$ cat config.mk
export PLATFORM = sky130hd
export DESIGN_NAME = instruction_fetch_unit
export DESIGN_NICKNAME = d
export VERILOG_FILES = /design/src/rtl/cpu_fetch_pkg.sv /design/src/rtl/fetch_perf_counter.sv /design/src/rtl/instruction_fetch_unit.sv
export SDC_FILE = /design/constraint.sdc
export NUM_CORES = 1
export LEC_CHECK = 0
export CAP_MARGIN = 15
export CORE_ASPECT_RATIO = 1.2
export CORE_MARGIN = 10
export CORE_UTILIZATION = 30
export DETAILED_ROUTE_END_ITERATION = 6
export PLACE_DENSITY = 0.67
export SLEW_MARGIN = 15
export SYNTH_ARGS = -nofsm -noshare
export SYNTH_HDL_FRONTEND = slang
export SYNTH_SLANG_ARGS = --single-unit
export TNS_END_PERCENT = 5
$ cat constraint.sdc
create_clock -name clk -period 1.31 [get_ports clk]
set_input_delay 0.3275 -clock clk [delete_from_list [all_inputs] [get_ports clk]]
set_output_delay 0.3275 -clock clk [all_outputs]
set_load 0.02 [all_outputs]
$ cat src/rtl/cpu_fetch_pkg.sv
// Shared fetch-stage definitions: address/instruction widths, reset PC,
// sequential step, HALT encoding and the fetch FSM state type.
package cpu_fetch_pkg;

    localparam int ADDR_W  = 8;
    localparam int INSTR_W = 16;

    localparam logic [ADDR_W-1:0]  RESET_PC  = 8'h00;
    localparam logic [ADDR_W-1:0]  PC_STEP   = 8'd2;
    localparam logic [INSTR_W-1:0] HALT_WORD = 16'h0000;

    // Instructions are halfword aligned, so redirect targets drop bit 0.
    localparam logic [ADDR_W-1:0]  PC_ALIGN_MASK = {{(ADDR_W-1){1'b1}}, 1'b0};

    typedef enum logic {
        FETCH_RUN    = 1'b0,
        FETCH_HALTED = 1'b1
    } fetch_state_t;

endpackage

$ cat src/rtl/fetch_perf_counter.sv
// Saturating up-counter with enable and synchronous active-low clear,
// used to count instructions captured into the IF/ID register.
module fetch_perf_counter #(
    parameter int W = 16
) (
    input  logic         clk,
    input  logic         reset_n,
    input  logic         en,
    output logic [W-1:0] count
);

    logic [W-1:0] count_q;
    logic [W-1:0] count_d;

    always_comb begin
        count_d = count_q;
        if (en && (count_q != {W{1'b1}})) begin
            count_d = count_q + W'(1);
        end
    end

    always_ff @(posedge clk) begin
        if (!reset_n) begin
            count_q <= '0;
        end else begin
            count_q <= count_d;
        end
    end

    assign count = count_q;

endmodule

$ cat src/rtl/instruction_fetch_unit.sv
// Fetch stage: PC register, IF/ID capture, stall/redirect handling and HALT FSM.
// Define FETCH_PERF_CNT_EN to build the captured-instruction counter on fetch_count.
module instruction_fetch_unit
    import cpu_fetch_pkg::*;
(
    input  logic               clk,
    input  logic               reset_n,
    output logic [ADDR_W-1:0]  imem_addr,
    input  logic [INSTR_W-1:0] imem_data,
    input  logic               stall,
    input  logic               branch_taken,
    input  logic [ADDR_W-1:0]  branch_target,
    output logic [INSTR_W-1:0] if_instr,
    output logic [ADDR_W-1:0]  if_pc,
    output logic               if_valid,
    output logic               halted,
    output logic [15:0]        fetch_count
);

    fetch_state_t       state_q,    state_d;
    logic [ADDR_W-1:0]  pc_q,       pc_d;
    logic [INSTR_W-1:0] if_instr_q, if_instr_d;
    logic [ADDR_W-1:0]  if_pc_q,    if_pc_d;
    logic               if_valid_q, if_valid_d;

    // Priority: redirect beats stall beats normal fetch; HALTED only emits bubbles.
    always_comb begin
        state_d    = state_q;
        pc_d       = pc_q;
        if_instr_d = if_instr_q;
        if_pc_d    = if_pc_q;
        if_valid_d = if_valid_q;

        if (branch_taken) begin
            pc_d       = branch_target & PC_ALIGN_MASK;
            if_valid_d = 1'b0;
            state_d    = FETCH_RUN;
        end else if (!stall) begin
            case (state_q)
                FETCH_RUN: begin
                    if_instr_d = imem_data;
                    if_pc_d    = pc_q;
                    if_valid_d = 1'b1;
                    if (imem_data == HALT_WORD) begin
                        state_d = FETCH_HALTED;
                    end else begin
                        pc_d = pc_q + PC_STEP;
                    end
                end
                default: begin
                    if_valid_d = 1'b0;
                end
            endcase
        end
    end

    always_ff @(posedge clk) begin
        if (!reset_n) begin
            state_q    <= FETCH_RUN;
            pc_q       <= RESET_PC;
            if_instr_q <= '0;
            if_pc_q    <= '0;
            if_valid_q <= 1'b0;
        end else begin
            state_q    <= state_d;
            pc_q       <= pc_d;
            if_instr_q <= if_instr_d;
            if_pc_q    <= if_pc_d;
            if_valid_q <= if_valid_d;
        end
    end

    assign imem_addr = pc_q;
    assign if_instr  = if_instr_q;
    assign if_pc     = if_pc_q;
    assign if_valid  = if_valid_q;
    assign halted    = (state_q == FETCH_HALTED);

`ifdef FETCH_PERF_CNT_EN
    logic capture_en;

    // Same condition that loads if_valid with 1.
    assign capture_en = !branch_taken && !stall && (state_q == FETCH_RUN);

    fetch_perf_counter #(
        .W(16)
    ) u_perf_counter (
        .clk    (clk),
        .reset_n(reset_n),
        .en     (capture_en),
        .count  (fetch_count)
    );
`else
    assign fetch_count = 16'h0000;
`endif

endmodule

==> results of run 1 <==
==> through the flow <==
step	setup slack, ps	utilization, %	hold WS, ps
floorplan	-164.8	-	403.6
global placement	-616.8	46.60	450.1
detailed placement	-659.5	46.60	456.7
CTS	-183.6	48.44	321.7
global route	-262.4	48.64	328.7
finish	-198.6	48.64	330.1
==> area by class of cell <==
type	count	share of cell area, %
inverter	3	0.4654
tap	60	3.102
sequential	32	26.78
timing repair buffer	86	29.94
multi-input combinational	134	35.99
clock buffer	8	3.723
==> flip-flops by register name, indices dropped and copies added (netlist names) <==
name       cells
halted         1
if_instr      16
if_valid       1
if_pc          7
imem_addr      7
==> tightest hold or removal path: stages <==
cell      delay (ps)
buf_2            120
nand2_1           50
a21boi_0          60
==> what timing repair did <==
| item | 4_1_cts | 5_1_grt |
|---|---|---|
| pin swaps | 13 | 5 |
| setup buffers | 3 | 0 |
| hold buffers | 0 | 0 |
| gates resized for setup | 91 | 28 |
| gates cloned | 1 | 0 |
| setup endpoints to repair | 64 | 45 |
==> layout by cell type (no fill, tap or decap), types with 2 or more instances in the layout <==
cell,Yosys,final
nor4_4,3,4
a21oi_1,3,3
clkbuf_1,6,2
buf_4,18,25
dfxtp_1,32,30
clkdlybuf4s50_1,0,9
clkdlybuf4s15_1,0,18
a31o_1,2,2
buf_2,3,9
clkbuf_8,0,6
a21boi_0,23,23
a31oi_1,4,4
nand2_1,48,48
conb_1,1,18
clkbuf_2,0,5
nand4_1,2,2
clkdlybuf4s15_2,0,2
buf_6,0,2
dlygate4sd2_1,0,15
inv_1,3,3
o21ai_0,7,7
dfxtp_4,0,2
nor3_2,0,2
==> worst max path at each step <==
stage                                         start                         to  cells past startpoint
after global routing      imem_addr[1]$_SDFFE_PN0P_  imem_addr[5]$_SDFFE_PN0P_                      5
after CTS                 imem_addr[2]$_SDFFE_PN0P_  imem_addr[5]$_SDFFE_PN0P_                      5
after detailed placement               imem_data[3]  imem_addr[6]$_SDFFE_PN0P_                      5
final                     imem_addr[1]$_SDFFE_PN0P_  imem_addr[5]$_SDFFE_PN0P_                      5
after floorplan           imem_addr[2]$_SDFFE_PN0P_  imem_addr[5]$_SDFFE_PN0P_                      5
after global placement                imem_data[10]  imem_addr[4]$_SDFFE_PN0P_                      5
==> metal layers <==
layer / part of all wire [%] / up-vias
met5: 0 / -
met3: 7.5 / 5
met1: 40 / 678
met4: 1.3 / 0
met2: 51 / 44
li1: - / 745
==> cell families after synthesis <==
logic type | after synthesis | synth area share (%)
AOI/OAI and AO/OA | 45 | 21.28
buffers and inverters | 30 | 11.89
adders and majority gates | 1 | 0.8089
DFF | 32 | 41.42
other | 1 | 0.2425
and+or+nand+nor | 68 | 23.79
xor gates and xnor gates | 1 | 0.5664
==> power breakdown <==
| group | switching (uW) | internal, uW |
|---|---|---|
| Combinational | 276 | 213 |
| Sequential | 24.4 | 1020 |
| Clock | 355 | 428 |
| Total | 656 | 1660 |
==> results, run 1 <==
- The flow ran to the end, but the final reports show violations.
- The checks that failed: setup timing.
- The vias per cell is 4.557.
- Routability-driven placement finished with a final weighted congestion of 0.7514.
- Data on the critical path arrives at its endpoint at 1670 ps.
- The final-layout fill cell count is 512.
- The average wire per cell in the routed design is 14.44 microns.
- The detailed-route via count is 1472.
- Derived from the worst setup path, the maximum achievable clock frequency is 662.8 MHz.
- The time the final worst path needs with I/O delays and setup is 1509 ps.
- Setup violations remaining at the end of the flow were counted as 3.
- The finished layout holds 323 standard cells, fillers aside.
- The die is 98.65 microns tall.
- STA puts the critical path data required time at 1470 ps.
- In this run the worst hold path is classified as in -> reg.
- TritonCTS built the clock tree.
- Yosys attributes the largest share of cell area to dfxtp_1 (41%), nand2_1 (12%), a21boi_0 (11%), buf_4 (8.7%), nor4_4 (4.1%).
- The worst setup path is of the reg -> reg kind.
- The number of buffers and inverters on the critical path is 0.
- For this run, the leading register cell type out of synthesis is dfxtp_1.
- The number of max-cap violations is 0.
- The die area is 0.008439 sq mm.
- After detailed placement, the design holds a cell count of 311.
- The core footprint is 0.004975 sq mm.
- The number of antenna diodes in the final layout is 0.
- The global-route total usage across every layer is 10.96%.
- The share of the synthesized area in the top cell type is 41.42%.
- The register-to-register path setup slack is -200 ps.
- The detailed router finished its first iteration with 50 violations.
- The count of cells along the worst register-to-register path is 5.
- The global-route met2 utilization is 19.46%.
- The H-tree was split into 2 levels.
- Summed over all instances, the cell type with the most area after synthesis is dfxtp_1.
- The kind of cell with the highest combined delay along the critical path is simple AND/OR/NAND/NOR gates.
- The routed wire length is 4665 microns.
- The count of flip-flops with a built-in enable after synthesis is 0.
- The root buffer cell is clkbuf_8.
- Along the worst path, the maximum fanout reaches 5.
- The total power after layout is 2316 uW.
- The startpoint identified for the worst register-to-register timing path is imem_addr[1]$_SDFFE_PN0P_.
- The number of top-level pins is 78.
- The hold violation total from the final report is 0.
- The via count of the first global-routing pass came to 1530.
- The width of the die is 85.54 microns.
- The cell count after synthesis came out at 178.
- By instance count, the leading cell after synthesis is nand2_1.
- The post-synthesis sequential area ratio is 41.42%.
- The TritonCTS sink count is 32.
- The start point of the worst hold path is imem_data[15].
- After synthesis the cells add up to 0.001546 sq mm.
- The multi-input combinational cells in the finished layout cover a total of 870.8 sq um.
- The post-route DRC violation count is 0.
- The netlist uses 32 different library cells.
- The endpoint of the lowest-slack register-to-register path is imem_addr[5]$_SDFFE_PN0P_.
- The type of element capturing the critical path is a flip-flop.
- The number of antenna violations at the first check in global routing came to 0.
- For this run, asynchronously set or reset flops after synthesis account for 0%.
- Yosys printed 0 warnings.
- For this design the static power due to leakage is 0.001050 uW.
- The average size of a mapped cell is 8.688 sq um.
- Global routing used 4.613% of the available met3 tracks.
- The final-report max-slew violation count came to 0.
- The busiest metal layer after global routing is met2.
- In this run the cell area measured after placement is 0.002318 sq mm.
- The clock skew is 6.158 ps.
- On the worst path, the slowest cell contributes a delay of 380 ps.
- Buffers placed on the I/O ports in this run total 58.
- Entering global routing, the biggest net connects 22 pins.
- The power density over cell area is 957.3 mW/mm^2.
- The number of CTS-inserted buffers is 5.
- Setup total negative slack on the finished layout was measured at -504.0 ps.
- The signal on the critical path passes through ha_4, or3b_4, a41oi_4, and4bb_1, nor3_2.
- The number of search-and-repair iterations in the first detailed-routing pass is 4.
- The clock slew at the register clock pins of the worst setup and hold paths is 70 ps.
- For hold timing, the worst endpoint is if_instr[15]$_SDFFE_PN0P_.
- The HPWL reported at the end of detailed placement is 3570 microns.
- The met1 usage is 11.31%.
- The largest vdd supply drop is 0.4838 mV.
- Setup repair after global routing could not meet its margin everywhere.
- The clock reaches the later pin of the worst-skew pair after 280 ps.
- The synthesized design contains 32 register bits.
- The count of nets after finishing is 291.
- The slowest cell on the critical path is or3b_4.
- STA classifies the critical path startpoint as a flip-flop.
- The worst path setup slack after routing is -198.6 ps.
- The initial utilization of the core area, before any placement, comes to 31.09%.
- The number of instances on the worst hold path is 3.
- Once detail routing completed, the nets flagged for antenna violations numbered 0.
- The share of final-layout standard cells stronger than drive strength 1 is 25.48%.
- Ranked by instance count, the synthesized netlist is headed by nand2_1 (48), dfxtp_1 (32), a21boi_0 (23), buf_4 (18), o21ai_0 (7).
- The total number of placement rows is 28.
- The maximum buffer depth of the clock tree is 2.
- From synthesis to final layout, the design area changed by 56.47%.
- The first global-routing pass estimated 7541 microns of wire.
- The sequential cell area is 648.1 sq um.
- For this run the aggregate overflow at the end of global routing stands at 0.
- After routing the design area is 0.002420 sq mm.
- In the finished design, the share of the clock period the worst path needs comes to 115.2%.
Note: power is estimated with default switching activity, not from simulation.
==> run 2: changes to the inputs <==
--- a/config.mk
+++ b/config.mk
@@ -9,7 +9,8 @@
 export CORE_ASPECT_RATIO = 1.2
 export CORE_MARGIN = 10
-export CORE_UTILIZATION = 30
+export CORE_UTILIZATION = 36
+export CTS_CLUSTER_SIZE = 25
 export DETAILED_ROUTE_END_ITERATION = 6
-export PLACE_DENSITY = 0.67
+export PLACE_DENSITY = 0.78
 export SLEW_MARGIN = 15
 export SYNTH_ARGS = -nofsm -noshare
==> constraint.sdc (replaced) <==
create_clock -name clk -period 1.31 [get_ports clk]
set_input_delay 0.3275 -clock clk [delete_from_list [all_inputs] [get_ports clk]]
set_output_delay 0.3275 -clock clk [all_outputs]
set_load 0.01 [all_outputs]
==> results, run 2 (same netlist as run 1, synthesis figures left out) <==
- The flow ran to the end, but the final reports show violations.
- The final reports fail on setup timing.
- The remaining antenna violation count came to 0 (unchanged).
- The count of inserted antenna diode cells came to 0 (unchanged).
- The source-to-sink clock delay at the later pin of the worst-skew pair is 280 ps (about the same).
- The timing startpoint of the critical path is imem_addr[2]$_SDFFE_PN0P_.
- The worst path setup slack after routing is -188.6 ps (+10.05 ps).
- The HPWL reported at the end of detailed placement came to 3525 microns (-1.3%).
- The number of placed cells counting well taps is 303 (-2.6%).
- The maximum number of pins on one net before global-route repair is 22 (unchanged).
- The combinational power share is 17.8% (-3.3 points).
- The startpoint class of the critical path is a flip-flop.
- The vias per cell is 4.724 (+3.7%).
- The count of cells along the worst register-to-register path is 5 (unchanged).
- The top cell types in the final layout, fill and taps aside, are nand2_1 (48), dlygate4sd2_1 (37), dfxtp_1 (30).
- In this design, the largest share of critical-path delay is due to simple AND/OR/NAND/NOR gates.
- The number of max-cap violations is 0 (unchanged).
- In this run the worst hold path is classified as in -> reg.
- The net switching share of the total power is 25.12% (-3.2 points).
- The net switching power figure was 600.9 uW (-8.3%).
- The buffering stage count on the worst path with inverters included is 0 (unchanged).
- The portion of the clock cycle consumed by the worst path in the final layout is 114.4% (-0.77 points).
- The highest cell delay on the worst timing path is 380 ps (about the same).
- The routability congestion estimate from global placement is 0.8042 (+7.0%).
- The setup-violating endpoint count in the final report is 4 (+1).
- The register-to-register path setup slack came to -190 ps (about the same).
- The clock slew at the register clock pins of the worst setup and hold paths is 70 ps (about the same).
- The power density over cell area is 983.0 mW/mm^2 (+2.7%).
- The initial standard-cell utilization of the core came to 36.85% (+5.8 points).
- The post-route DRC violation count is 0 (unchanged).
- The number of search-and-repair iterations in the first detailed-routing pass is 4 (unchanged).
- The post-layout instance count excluding filler cells came to 315 (-2.5%).
- The number of top-level pins is 78 (unchanged).
- The largest fanout on the critical path came to 5 (unchanged).
- The count of hold-fix buffers inserted at cts is 0 (unchanged).
- The critical setup path kind is reg -> reg.
- The die extent in y came to 91.80 microns (-6.9%).
- The width of the die is 79.83 microns (-6.7%).
- The violation count after the first detailed-route iteration is 72 (+44%).
- The maximum buffer depth of the clock tree was 2 (unchanged).
- The internal power consumption was 1791 uW (+7.9%).
- The leakage dissipation is 0.001115 uW (+6.2%).
- The number of CTS-inserted buffers is 5 (unchanged).
- The CTS tree is built.
- The leading cell type in the layout, fill and taps excluded is nand2_1.
- The endpoint arrival time on the critical path is 1660 ps (about the same).
- The required time of the critical path was 1470 ps (about the same).
- The first-pass GRT wire length came to 7596 microns (+0.73%).
- The core footprint is 0.004197 sq mm (-16%).
- The TritonCTS sink count is 32 (unchanged).
- The largest vdd supply drop is 0.4264 mV (-12%).
- The detailed-route via count is 1488 (+1.1%).
- The number of cells on the critical path came to 5 (unchanged).
- The final hold slack came to 332.9 ps (+2.828 ps).
- The share of final-layout standard cells stronger than drive strength 1 is 20.08% (-5.4 points).
- The area growth from synthesis to layout is 57.36%.
- The count of nets after finishing came to 287 (-1.4%).
- The via count of the first global-routing pass came to 1569 (+2.5%).
- Setup repair after global routing could not meet its margin everywhere.
- The routed wire length is 4646 microns (-0.41%).
- The total of buffers placed on input and output ports is 58 (unchanged).
- The fraction of power consumed by sequential logic is 43.6% (-1.5 points).
- The worst reg2reg path startpoint is imem_addr[2]$_SDFFE_PN0P_.
- The clock share of power is 38.6% (+4.8 points).
- The number of antenna violations at the first check in global routing is 0 (unchanged).
- The H-tree depth is 2 (unchanged).
- The die area is 0.007328 sq mm (-13%).
- The sum of overflow across all layers after global routing is 0 (unchanged).
- The average wire per cell in the routed design is 14.75 microns (+2.1%).
- The endpoint of the lowest-slack register-to-register path is imem_addr[5]$_SDFFE_PN0P_.
- The fmax was 667.3 MHz (+0.67%).
- The final-layout fill cell count is 397 (-22%).
- The critical path ends at imem_addr[5]$_SDFFE_PN0P_.
- CTS placed an instance of clkbuf_8 at the clock tree root.
- The flip-flop count of the largest register, all copies and words added is 16 (unchanged).
- The final-report max-slew violation count is 0 (unchanged).
- The aggregate negative setup slack is -523.0 ps (-19.05 ps).
- The slowest cell on the critical path is or3b_4.
- The hold violation total from the final report is 0 (unchanged).
- Walking the worst path, the cells encountered are ha_4, or3b_4, a41oi_4, and4bb_1, nor3_1.
- The total power after layout is 2392 uW (+3.3%).
- The clock skew is 7.248 ps (+1.091 ps).
- The total number of placement rows is 26 (-7.1%).
- The global-route total usage across every layer is 12.88% (+1.9 points).
- STA classifies the critical path endpoint as a flip-flop.
- The time the final worst path needs with I/O delays and setup is 1499 ps (-10.05 ps).
[run 2: changes by cell type in the layout (fill, tap and decap cells not counted), moves of 3 or more]
cell             before  now
a21boi_0             23   17
a21boi_1              0    6
buf_2                 9    3
buf_4                25   18
buf_6                 2    5
clkbuf_2              5    0
clkdlybuf4s15_1      18    7
dlygate4sd2_1        15   37
[run 2: routing by layer]
layer | up-vias | wire, microns | track usage (%)
li1 | 739 | - | -
met1 | 683 | 1870 | 14.53
met2 | 58 | 2274 | 21.01
met3 | 8 | 419 | 4.199
met4 | 0 | 81 | 6.618
met5 | - | 0 | 0
[run 2: stage by stage]
step           util (%)  area (sq um)  setup slack [ps]
5_1_grt           57.99          2434            -290.5
4_1_cts           57.33          2406            -188.2
3_3_place_gp      54.41          2283            -615.1
6_report          57.99          2434            -188.6
2_1_floorplan         -          1630            -137.4
3_5_place_dp      54.41          2283            -703.9
[run 2: worst reg2reg max path, delay by kind of cell (launching register included)]
kind                       cells  cell delay (ps)
AOI/OAI and AO/OA              1              250
adders and majority gates      1              120
DFF                            1              360
and+or+nand+nor                3              660
[run 2: worst min-delay path by stage]
stage / cells after the start / start / slack [ps] / end
floorplan: 1 / branch_taken / 400 / if_valid$_SDFFE_PP0N_
global placement: 2 / if_instr[9]$_SDFFE_PN0P_ / 450 / if_instr[9]$_SDFFE_PN0P_
detailed placement: 2 / if_instr[6]$_SDFFE_PN0P_ / 460 / if_instr[6]$_SDFFE_PN0P_
CTS: 3 / imem_data[6] / 330 / if_instr[6]$_SDFFE_PN0P_
global route: 3 / imem_data[6] / 340 / if_instr[6]$_SDFFE_PN0P_
finish: 3 / imem_data[6] / 330 / if_instr[6]$_SDFFE_PN0P_
[run 2: final cells by class]
class	instances	area (sq um)	share of cell area, %
Clock buffer	6	72.57	2.982
Clock inverter	2	35.03	1.440
Inverter	3	11.26	0.4627
Multi-Input combinational cell	134	860.8	35.37
Sequential cell	32	648.1	26.63
Tap cell	56	70.07	2.879
Timing Repair Buffer	82	735.7	30.23
[run 2: timing repair]
item                                    CTS  global route
buffers inserted                          3             0
endpoints found under the setup margin   63            27
gates cloned                              1             0
pin swaps                                15             1
resized for setup                        75            13
[run 2: power groups by stage]
stage                     clock network, uW  registers, uW  logic (uW)
after floorplan                           0           1090         185
final                                   923           1040         426
after global routing                    996           1050         471
after CTS                               949           1040         421
after global placement                    0           1070         446
after detailed placement                  0           1070         453
==> run 3: changes to the inputs <==
- SLEW_MARGIN: 15 -> 20
==> results of run 3 <==
No change in the layout: final DEF, timing and power equal those of run 2.
